**config.mk**
```make
export PLATFORM = sky130hd
export DESIGN_NAME = rf_wb_arbiter
export DESIGN_NICKNAME = d
export VERILOG_FILES = /design/src/rtl/core_pkg.sv /design/src/rtl/rf_scoreboard.sv /design/src/rtl/rf_wb_arbiter.sv
export SDC_FILE = /design/constraint.sdc
export NUM_CORES = 1
export LEC_CHECK = 0
export ABC_AREA = 1
export BUFFER_PORTS_ARGS = -buffer_cell sky130_fd_sc_hd__buf_4
export CORE_MARGIN = 5
export CORE_UTILIZATION = 50
export DETAILED_ROUTE_END_ITERATION = 10
export GPL_ROUTABILITY_DRIVEN = 0
export PLACE_DENSITY = 0.85
export SLEW_MARGIN = 20
export SYNTH_ARGS = -nofsm -noshare
export SYNTH_HDL_FRONTEND = slang
export SYNTH_HIERARCHICAL = 1
export SYNTH_SLANG_ARGS = --single-unit
export TNS_END_PERCENT = 30
```
**constraint.sdc**
```tcl
create_clock -name clk -period 1.4 [get_ports clk]
set_input_delay 0.14 -clock clk [delete_from_list [all_inputs] [get_ports clk]]
set_output_delay 0.14 -clock clk [all_outputs]
set_load 0.01 [all_outputs]
```
**src/rtl/core_pkg.sv**
```systemverilog
// Shared core constants: data width, register count,
// register address width and writeback requester ids.
package core_pkg;

  localparam int XLEN       = 32;
  localparam int NREG       = 32;
  localparam int REG_ADDR_W = 5;
  localparam int NADDR      = 1 << REG_ADDR_W;

  localparam logic REQ_ALU = 1'b0;
  localparam logic REQ_LSU = 1'b1;

  typedef logic [REG_ADDR_W-1:0] reg_addr_t;

  function automatic logic [NADDR-1:0] addr_onehot(
    input reg_addr_t a
  );
    addr_onehot = NADDR'(1) << a;
  endfunction

endpackage

```
**src/rtl/rf_scoreboard.sv**
```systemverilog
// Pending-write scoreboard: set on issue, cleared on commit.
// Ports: issue_valid/issue_rd/issue_ready, rs1/rs2 lookups, wb_we/wb_addr commit.
module rf_scoreboard
  import core_pkg::*;
#(
  parameter int NREG = core_pkg::NREG
) (
  input  logic      clk,
  input  logic      rst,
  input  logic      issue_valid,
  input  reg_addr_t issue_rd,
  output logic      issue_ready,
  input  reg_addr_t rs1_addr,
  input  reg_addr_t rs2_addr,
  output logic      rs1_pending,
  output logic      rs2_pending,
  input  logic      wb_we,
  input  reg_addr_t wb_addr
);

  logic [NREG-1:0]  pending;
  logic [NREG-1:0]  pending_nxt;
  logic [NADDR-1:0] pend_ext;
  logic [NADDR-1:0] set_mask;
  logic [NADDR-1:0] clr_mask;
  logic             issue_go;

  // Widen to the full address space so any 5-bit
  // address is a legal index; unused entries read 0.
  always_comb begin
    pend_ext = '0;
    pend_ext[NREG-1:0] = pending;
  end

  assign issue_ready = ~pend_ext[issue_rd];
  assign rs1_pending = pend_ext[rs1_addr];
  assign rs2_pending = pend_ext[rs2_addr];

  assign issue_go =
    issue_valid & issue_ready & (issue_rd != '0);

  assign set_mask =
    addr_onehot(issue_rd) & {NADDR{issue_go}};
  assign clr_mask =
    addr_onehot(wb_addr) & {NADDR{wb_we}};

  // Clear first, then set: a reissue on the commit
  // edge keeps the register pending.
  always_comb begin
    pending_nxt = (pending & ~clr_mask[NREG-1:0])
                | set_mask[NREG-1:0];
    pending_nxt[0] = 1'b0;
  end

  always_ff @(posedge clk) begin
    if (rst) begin
      pending <= '0;
    end else begin
      pending <= pending_nxt;
    end
  end

endmodule

```
**src/rtl/rf_wb_arbiter.sv**
```systemverilog
// Round-robin arbiter of ALU/LSU writebacks onto the single RF write port.
// Ports: alu_*/lsu_* requests, rf_we/rf_waddr/rf_wdata, issue_*/rs*_* scoreboard.
module rf_wb_arbiter
  import core_pkg::*;
#(
  parameter int XLEN = core_pkg::XLEN,
  parameter int NREG = core_pkg::NREG
) (
  input  logic            clk,
  input  logic            rst,
  input  logic            alu_valid,
  output logic            alu_ready,
  input  reg_addr_t       alu_rd,
  input  logic [XLEN-1:0] alu_data,
  input  logic            lsu_valid,
  output logic            lsu_ready,
  input  reg_addr_t       lsu_rd,
  input  logic [XLEN-1:0] lsu_data,
  output logic            rf_we,
  output reg_addr_t       rf_waddr,
  output logic [XLEN-1:0] rf_wdata,
  input  logic            issue_valid,
  input  reg_addr_t       issue_rd,
  output logic            issue_ready,
  input  reg_addr_t       rs1_addr,
  input  reg_addr_t       rs2_addr,
  output logic            rs1_pending,
  output logic            rs2_pending
);

  logic            last_grant;
  logic            gnt_alu;
  logic            gnt_lsu;
  logic            hs;
  reg_addr_t       win_rd;
  logic [XLEN-1:0] win_data;

  always_comb begin
    gnt_alu = 1'b0;
    gnt_lsu = 1'b0;
    unique case (1'b1)
      (alu_valid & lsu_valid): begin
        if (last_grant == REQ_LSU) gnt_alu = 1'b1;
        else                       gnt_lsu = 1'b1;
      end
      (alu_valid & ~lsu_valid): gnt_alu = 1'b1;
      (~alu_valid & lsu_valid): gnt_lsu = 1'b1;
      default: ;
    endcase
  end

  assign alu_ready = gnt_alu & ~rst;
  assign lsu_ready = gnt_lsu & ~rst;
  assign hs        = alu_ready | lsu_ready;

  assign win_rd   = lsu_ready ? lsu_rd   : alu_rd;
  assign win_data = lsu_ready ? lsu_data : alu_data;

  // x0 writes are granted but never reach the RF.
  always_ff @(posedge clk) begin
    if (rst) begin
      rf_we      <= 1'b0;
      rf_waddr   <= '0;
      rf_wdata   <= '0;
      last_grant <= REQ_LSU;
    end else begin
      rf_we <= hs & (win_rd != '0);
      if (hs) begin
        rf_waddr   <= win_rd;
        rf_wdata   <= win_data;
        last_grant <= lsu_ready ? REQ_LSU : REQ_ALU;
      end
    end
  end

  rf_scoreboard #(
    .NREG (NREG)
  ) u_sb (
    .clk         (clk),
    .rst         (rst),
    .issue_valid (issue_valid),
    .issue_rd    (issue_rd),
    .issue_ready (issue_ready),
    .rs1_addr    (rs1_addr),
    .rs2_addr    (rs2_addr),
    .rs1_pending (rs1_pending),
    .rs2_pending (rs2_pending),
    .wb_we       (rf_we),
    .wb_addr     (rf_waddr)
  );

endmodule

```
==> flow_summary.json <==
{
  "leakage_nw": 3.08,
  "vdd_drop_max_mv": 0.475,
  "power_density_nw_per_um2": 746,
  "synth_area_um2": 4860,
  "final_common_cell": "buf_4",
  "slew_headroom_pct": 69.2,
  "grt_pass1_wl_um": 24500,
  "postPlaceCellArea_um2": 6130,
  "core_um2": 9640,
  "syn_nets": 784,
  "max_freq_mhz": 597,
  "grt-ovfl-total": 0,
  "rsz0062_at_grt": "true",
  "grt_pass1_vias": 5081,
  "wl_um": 17000,
  "clk_pin_slew_ns": 0.07,
  "cts_sinks": 70,
  "synth_top_flop_cell": "dfxtp_1",
  "ys_types": 34,
  "crit_type": "reg -> out",
  "drt_iter0_drc": 591,
  "final_cell_mix": "buf_4, nand2_1, nor2_1, nand3_2, inv_1",
  "r2r-end": "u_sb/pend_ext[28]",
  "antenna_found_initial": 0,
  "worstSkewPairLatency_ns": 0.35,
  "dp_hpwl_um": 11400,
  "critPathLaunchType": "register",
  "initial_utilization_pct": 50.4,
  "critPathMaxStageDelay_ns": 0.38,
  "rrSetupSlack_ns": -0.26,
  "num_rows": 36,
  "drive_above_1_share_pct": 48.9,
  "holdCritPathClass": "in -> reg",
  "slew_violations": 0,
  "crit_path_frequent_cell": "nand2_1",
  "final_util_pct": 70.8,
  "antenna_cells": 0,
  "setup_violations": 35,
  "vias": 5611,
  "crit_start": "u_sb/pend_ext[30]",
  "period_needed_ns": 1.67,
  "hold_depth": 5,
  "ios": 137,
  "setup_slack_ns": -0.274,
  "syn_inst": 690,
  "final_nets": 938,
  "chipWidth_um": 109,
  "cts.htree.levels": 3,
  "ff2ff_path_depth": 12,
  "hold_buffers": 0,
  "crit_slowest_cell": "dfxtp_2",
  "numCtsBuffers": 9,
  "maxCapViolCount": 0,
  "syn_to_final_growth_pct": 40.4,
  "crit_arrival_ns": 1.53,
  "ys_ff_latch": 70,
  "synth_async_sr_flop_share_pct": 0,
  "endpoint": "issue_ready",
  "clk_path_buf_depth": 2,
  "status": "finished with violations",
  "grt_usage_pct": 26.3,
  "vias_per_cell": 5.72,
  "tritoncts": "built",
  "firstDrtPassIters": 6,
  "die_h_um": 109,
  "fin_setup_tns_ns": -6.80,
  "synth_edf_count": 0,
  "finClkSkew_ns": 0.00701,
  "seq_area_frac_synth_pct": 28.8,
  "avgSynthCellArea_um2": 7.04,
  "hold_viol_final": 0,
  "root_buffer": "clkbuf_8",
  "cp-end-kind": "output pin",
  "drtAntennaViolNets": 0,
  "critPathRequiredTime_ns": 1.26,
  "period_share_pct": 120,
  "port_buffers": 136,
  "grt_max_degree": 32,
  "final_area_um2": 6820,
  "violations": "negative setup slack",
  "power.total_mw": 5.09,
  "drc": 0,
  "ys_warn_count": 6,
  "dieArea_um2": 11800,
  "wl_per_cell_um": 17.3,
  "crit_chain": "nand2_1, nand2_1, nand2_1, nand3_1, nand3_2, nand3_2, nand2_2, buf_12, buf_6",
  "crit_fanout": 4,
  "r2r_start": "u_sb/pend_ext[30]",
  "tightest_slew_ns": 0.458
}
## state kept, by name, indices dropped and copies added (netlist names)
name and count:
last_grant 1, rf_wdata 32, rf_we 1, rf_waddr 5, u_sb/pend_ext 31
## worst min path at each step
stage                       from                end  slack [ns]
global placement    lsu_data[25]       rf_wdata[25]        0.45
finish               lsu_data[4]        rf_wdata[4]        0.10
global route         lsu_data[4]        rf_wdata[4]         0.1
CTS                  lsu_data[3]        rf_wdata[3]         0.1
detailed placement   lsu_data[3]        rf_wdata[3]        0.46
floorplan                    rst  u_sb/pend_ext[31]        0.21
## cells by family (layout without fill, tap and decap cells)
kind of cell	Yosys count	in the layout	synth area share, %
DFF	70	70	28.8
buffers and inverters	122	280	13.2
AOI/OAI and AO/OA	166	166	24.0
and+or+nand+nor	332	332	34.0
## what timing repair did
| action | CTS | global route |
|---|---|---|
| resized for setup | 49 | 98 |
| gates cloned | 1 | 1 |
| setup buffers | 2 | 5 |
| setup endpoints to repair | 35 | 36 |
| pin swaps | 15 | 22 |
## layout make-up
| cell class | instances | area [um^2] |
|---|---|---|
| clock buffer | 10 | 128 |
| clock inverter | 5 | 27.5 |
| fill | 741 | 2820 |
| inverter | 75 | 302 |
| multi-input combinational | 498 | 3120 |
| sequential | 70 | 1460 |
| tap | 133 | 166 |
| timing repair buffer | 190 | 1630 |
## critical path, delay by kind of cell (launching register included)
kind,cells,cell delay (ns)
buf+inv,2,0.25
flops,1,0.38
simple gates,7,0.56
## Yosys cell counts, types with 3 or more instances
cell / number / area (um^2)
a21oi_1: 38 / 190
buf_1: 3 / 11.3
buf_12: 3 / 60.1
buf_2: 5 / 25.0
buf_4: 7 / 52.6
buf_6: 9 / 101
clkbuf_1: 16 / 60.1
dfxtp_1: 70 / 1400
inv_1: 56 / 210
inv_2: 17 / 63.8
nand2_1: 119 / 447
nand2_2: 33 / 206
nand3_1: 77 / 385
nand3_2: 29 / 290
nand4_1: 4 / 25.0
nor2_1: 59 / 221
nor3_1: 4 / 20.0
nor4_1: 5 / 31.3
o211ai_1: 4 / 30.0
o211ai_2: 36 / 450
o21ai_0: 69 / 345
o21ai_2: 3 / 26.3
o221ai_1: 6 / 52.6
o22ai_1: 4 / 25.0
## layer usage
metal,vias up,track usage [%],share of wire (%)
li1,2633,-,-
met1,2549,31.8,35
met2,355,43.0,48
met3,74,7.70,12
met4,0,11.8,5.0
met5,-,0,0
## power breakdown
group | internal, mW | switching, mW | total [mW]
Sequential | 2.08 | 0.0927 | 2.17
Combinational | 0.705 | 0.837 | 1.54
Clock | 0.621 | 0.758 | 1.38
Total | 3.40 | 1.69 | 5.09
## per-stage QoR
step | cells | hold WS [ns] | worst slack, ns
final | 981 | 0.102 | -0.274
after global routing | 981 | 0.0986 | -0.344
after CTS | 975 | 0.0972 | -0.246
after detailed placement | 957 | 0.458 | -0.0982
after global placement | 957 | 0.452 | -0.0604
after floorplan | 690 | 0.209 | 0.0575
Note: power is estimated with default switching activity, not from simulation.
